**src/rtl/hazard_pkg.sv**
```systemverilog
// Shared types and helpers for the load-use hazard / forwarding controller.
package hazard_pkg;

  // One in-flight instruction's destination tag as tracked down the pipeline.
  typedef struct packed {
    logic       valid;
    logic [4:0] rd;
    logic       load;
  } tag_slot_t;

  // Forward-select code meaning "take the operand from the register file".
  localparam int unsigned FWD_REGFILE = 0;

  // Width of one forward-select field for a given number of extra memory stages.
  function automatic int unsigned fwd_w(input int unsigned lat);
    return $clog2(lat + 3);
  endfunction

endpackage

```
**src/rtl/haz_tag_pipe.sv**
```systemverilog
// Destination-tag shift register mirroring EX, MEM0..MEM[LOAD_LAT] and WB.
// Slot 0 is EX, the last slot is WB; a bubble clears the tag entering EX.
module haz_tag_pipe
  import hazard_pkg::*;
#(
  parameter int unsigned DEPTH = 3
) (
  input  logic      clk_i,
  input  logic      rst_ni,
  input  logic      bubble_i,
  input  tag_slot_t slot_i,
  output tag_slot_t slots_o [DEPTH]
);

  tag_slot_t slot_q [DEPTH];

  // Shift every tag one stage toward WB; the WB tag falls off the end.
  always_ff @(posedge clk_i) begin
    if (!rst_ni) begin
      for (int i = 0; i < int'(DEPTH); i++) begin
        slot_q[i] <= '0;
      end
    end else begin
      slot_q[0] <= bubble_i ? tag_slot_t'('0) : slot_i;
      for (int i = 1; i < int'(DEPTH); i++) begin
        slot_q[i] <= slot_q[i-1];
      end
    end
  end

  assign slots_o = slot_q;

endmodule

```
**src/rtl/hazard_fwd_unit.sv**
```systemverilog
// Load-use hazard detection and EX-stage forwarding select generation.
// Optional performance counters (stall_cnt, flush_cnt) exist only when the
// HAZ_PERF_CNT_EN macro is defined.
module hazard_fwd_unit
  import hazard_pkg::*;
#(
  parameter  int unsigned NSRC     = 2,
  parameter  int unsigned LOAD_LAT = 0,
  localparam int unsigned FW       = hazard_pkg::fwd_w(LOAD_LAT)
) (
  input  logic               clk,
  input  logic               rst,
  input  logic               id_valid,
  input  logic [5*NSRC-1:0]  id_rs,
  input  logic [NSRC-1:0]    id_rs_used,
  input  logic [4:0]         id_rd,
  input  logic               id_we,
  input  logic               id_load,
  input  logic               flush,
  output logic               stall,
  output logic               ex_valid,
  output logic [FW*NSRC-1:0] ex_fwd_sel
`ifdef HAZ_PERF_CNT_EN
  ,
  output logic [31:0]        stall_cnt,
  output logic [31:0]        flush_cnt
`endif
);

  // EX + (LOAD_LAT+1) memory stages + WB.
  localparam int unsigned DEPTH = LOAD_LAT + 3;

  tag_slot_t           slots [DEPTH];
  tag_slot_t           id_slot;
  logic                bubble;
  logic                accept;
  logic                stall_raw;
  logic [FW*NSRC-1:0]  sel_d;
  logic                ex_valid_q;
  logic [FW*NSRC-1:0]  ex_fwd_sel_q;

  function automatic logic slot_match(input tag_slot_t s, input logic [4:0] rs,
                                      input logic used, input logic vld);
    return s.valid && (s.rd == rs) && (s.rd != 5'd0) && used && vld;
  endfunction

  // Scan oldest to youngest so the youngest matching producer overwrites the select.
  always_comb begin
    stall_raw = 1'b0;
    sel_d     = '0;
    for (int k = 0; k < int'(NSRC); k++) begin
      for (int j = int'(DEPTH) - 1; j >= 0; j--) begin
        if (slot_match(slots[j], id_rs[5*k +: 5], id_rs_used[k], id_valid)) begin
          // Select names the stage the producer occupies next cycle; WB leaves via regfile.
          sel_d[FW*k +: FW] = (j == int'(DEPTH) - 1) ? FW'(FWD_REGFILE) : FW'(j + 1);
          // Load data is not ready until the producer has left MEM[LOAD_LAT-1].
          if (slots[j].load && (j <= int'(LOAD_LAT))) begin
            stall_raw = 1'b1;
          end
        end
      end
    end
  end

  // Flush kills the ID instruction, so a hazard against it is moot.
  assign stall  = stall_raw & ~flush;
  assign bubble = stall | flush;
  assign accept = id_valid & ~bubble;

  assign id_slot = '{valid: id_valid & id_we, rd: id_rd, load: id_load};

  haz_tag_pipe #(
    .DEPTH (DEPTH)
  ) u_tag_pipe (
    .clk_i    (clk),
    .rst_ni   (rst),
    .bubble_i (bubble),
    .slot_i   (id_slot),
    .slots_o  (slots)
  );

  // EX-stage status registers, loaded with a bubble on stall or flush.
  always_ff @(posedge clk) begin
    if (!rst) begin
      ex_valid_q   <= 1'b0;
      ex_fwd_sel_q <= '0;
    end else begin
      ex_valid_q   <= accept;
      ex_fwd_sel_q <= accept ? sel_d : '0;
    end
  end

  assign ex_valid   = ex_valid_q;
  assign ex_fwd_sel = ex_fwd_sel_q;

`ifdef HAZ_PERF_CNT_EN
  logic [31:0] stall_cnt_q;
  logic [31:0] flush_cnt_q;

  // Saturating event counters.
  always_ff @(posedge clk) begin
    if (!rst) begin
      stall_cnt_q <= '0;
      flush_cnt_q <= '0;
    end else begin
      if (stall && (stall_cnt_q != 32'hFFFF_FFFF)) begin
        stall_cnt_q <= stall_cnt_q + 32'd1;
      end
      if (flush && (flush_cnt_q != 32'hFFFF_FFFF)) begin
        flush_cnt_q <= flush_cnt_q + 32'd1;
      end
    end
  end

  assign stall_cnt = stall_cnt_q;
  assign flush_cnt = flush_cnt_q;
`else
  // No performance counters in this build.
`endif

endmodule

```
**config.mk**
```make
export PLATFORM = sky130hd
export DESIGN_NAME = hazard_fwd_unit
export DESIGN_NICKNAME = d
export VERILOG_FILES = /design/src/rtl/hazard_pkg.sv /design/src/rtl/haz_tag_pipe.sv /design/src/rtl/hazard_fwd_unit.sv
export SDC_FILE = /design/constraint.sdc
export NUM_CORES = 1
export LEC_CHECK = 0
export BUFFER_PORTS_ARGS = -buffer_cell sky130_fd_sc_hd__buf_2
export CAP_MARGIN = 20
export CORE_ASPECT_RATIO = 1.1
export CORE_UTILIZATION = 39
export CTS_CLUSTER_SIZE = 10
export DETAILED_ROUTE_END_ITERATION = 8
export SYNTH_ARGS = -nofsm -noshare
export SYNTH_HDL_FRONTEND = slang
export SYNTH_HIERARCHICAL = 1
export SYNTH_SLANG_ARGS = --single-unit
```
**constraint.sdc**
```tcl
create_clock -name clk -period 1.91 [get_ports clk]
set_input_delay 0.382 -clock clk [delete_from_list [all_inputs] [get_ports clk]]
set_output_delay 0.382 -clock clk [all_outputs]
set_load 0.01 [all_outputs]
```
==> impl_metrics.tcl <==
set metrics [dict create \
    dpl.hpwl_um 1239 \
    cts_max_level 1 \
    regArea_um2 371.6 \
    grt_max_degree 15 \
    crit_path_start "u_tag_pipe/slots_o[16]" \
    netlist_area_um2 829.5 \
    violations "setup timing" \
    r2r_end "u_tag_pipe/slots_o[17]" \
    drt_pre_antenna_iters 6 \
    fp-row-count 17 \
    hold_path_class "primary input to flop" \
    skew_ns 0.0009333 \
    fmax_mhz 496.1 \
    synth_fp_nets 103 \
    multiInputGateArea_um2 475.5 \
    ant_nets 0 \
    drive_gt1_share_pct 38.74 \
    drv_cap 0 \
    grt_pass1_vias 605 \
    routabilityCongestion 0.8503 \
    crit_slowest_cell "or4_4" \
    avgSynthCellArea_um2 10.37 \
    dr_total_vias 666 \
    slew_headroom_pct 76.08 \
    grt_pass1_wl_um 2346 \
    finalCritPeriodShare_pct 105.5 \
    critical_path.cell_chain "or4_4, o2111ai_4, nor3_2, buf_2" \
    fin_nets 136 \
    hold_depth 2 \
    clk_path_buf_depth 2 \
    min_period_ns 2.016 \
    cts_tree "yes" \
    drt_iter0_markers 7 \
    setup-violations-final 1 \
    crit_buf_inv 1 \
    r2r_start "u_tag_pipe/slots_o[16]" \
    path_clk_slew_ns 0.09 \
    ff2ff_path_depth 5 \
    worstPathRequired_ns 1.53 \
    rsz0062_at_grt "true" \
    slew_viol_final 0 \
    placed_cell_area_um2 992.2 \
    root_buffer "clkbuf_4" \
    holdPathEnd "u_tag_pipe/slots_o[15]" \
    clock_sinks 18 \
    startpoint_type "flop" \
    route.detailed.drc 0 \
    gr-total-overflow 0 \
    numPortBuffers 28 \
    crit_path_max_incr_delay_ns 0.56 \
    leakagePower_nw 0.4563 \
    end_kind "output port" \
    hp-start "id_rd[0]" \
    arrival_ns 1.63 \
    worst_slack_ns -0.1058 \
    outcome "finished, violations left" \
    initial_core_util_pct 41.49 \
    fp.dieH_um 50.37 \
    criticalPathCategory "flop to output port" \
    via_per_inst 4.791 \
    die_area_um2 2316 \
    grtUsageTotal_pct 14.45 \
    cts-buffers-inserted 3 \
    stdcell_area_um2 1064 \
    hold_viol 0 \
    hold_buffers 0 \
    wl_um 1594 \
    core_area_um2 1999 \
    ys_warn_count 6 \
    antenna_found_initial 0 \
    rrSetupSlack_ns 0.20 \
    ir_drop_v 0.0003721 \
    netlist_instances 80 \
    worstSkewPairLatency_ns 0.29 \
    diodes 0 \
    tightest_slew_ns 0.3580 \
    wl_per_cell_um 11.47 \
    syn2layout_area_growth_pct 28.21 \
    hold_slack_ns 0.3311 \
    power.density_nw_per_um2 628.5 \
    io_pins 29 \
    fillers 203 \
    crit_family "simple AND/OR/NAND/NOR gates" \
    fp.dieW_um 45.98 \
    path_max_fanout 4 \
]
==> placed cells by master (no fill, tap or decap) <==
cell and count:
o21bai_1 1, clkbuf_4 3, nor3_1 3, nor3b_1 2
inv_1 1, dfxtp_1 13, nand4_1 4, xor2_1 8
a211oi_1 3, nor3_2 1, o22a_1 1, o21ba_2 1
buf_4 2, and2_1 7, buf_2 28, nor4_1 2
nand2_1 2, dfxtp_4 2, nor2_1 1, o2111ai_4 1
and3b_1 7, dfxtp_2 3, nand3b_1 1, or4_4 1
xnor2_1 12, o211ai_2 1
==> per-layer routing <==
metal	GRT usage (%)	up-vias	wire length [um]
met5	0	-	0
met3	3.237	5	81
met2	25.35	26	782
met4	7.353	0	52
li1	-	347	-
met1	15.40	288	677
==> report_power, final <==
part | internal [mW] | switching [mW] | total, mW
Sequential | 0.384 | 0.0123 | 0.396
Combinational | 0.0530 | 0.0407 | 0.0937
Clock | 0.0733 | 0.105 | 0.179
Total | 0.510 | 0.158 | 0.668
==> worst register-to-register path, stage by stage (launching register included) <==
cell       delay, ns
dfxtp_2         0.35
or4_4           0.56
o2111ai_4       0.22
buf_4           0.15
o21bai_1        0.12
and3b_1         0.24
==> through the flow <==
| stage | setup TNS [ns] | utilization [%] | setup WS (ns) | instances | total power, mW |
|---|---|---|---|---|---|
| after floorplan | 0 | - | 0.2981 | 80 | 0.4547 |
| after CTS | -0.09175 | 52.57 | -0.09175 | 139 | 0.6751 |
| after global routing | -0.1581 | 53.19 | -0.1581 | 139 | 0.7091 |
| after global placement | 0 | 49.62 | 0.1301 | 134 | 0.4920 |
| after detailed placement | 0 | 49.62 | 0.1188 | 134 | 0.4932 |
| final | -0.1058 | 53.19 | -0.1058 | 139 | 0.6684 |
==> how the worst max path moves through the flow <==
stage          cells after the start  endpoint  slack [ns]
5_1_grt                            4     stall       -0.16
4_1_cts                            4     stall       -0.09
3_5_place_dp                       6     stall        0.12
2_1_floorplan                      3     stall        0.30
6_report                           4     stall       -0.11
3_3_place_gp                       6     stall        0.13
==> sequential cells by signal (all words and copies together) (netlist names) <==
register	cells
ex_fwd_sel	4
ex_valid	1
u_tag_pipe/slots_o	13
==> what timing repair did <==
item | in CTS | in global routing
pin swaps | 2 | 3
gates resized for setup | 5 | 5
setup endpoints to repair | 1 | 1
buffers inserted | 2 | 0
==> cell type report <==
type / instances / share of cell area (%)
Clock buffer: 3 / 2.118
Sequential cell: 18 / 34.94
Tap cell: 28 / 3.294
Timing Repair Buffer: 30 / 14.59
Multi-Input combinational cell: 59 / 44.71
Inverter: 1 / 0.3529
(Power assumes the default switching activity.)
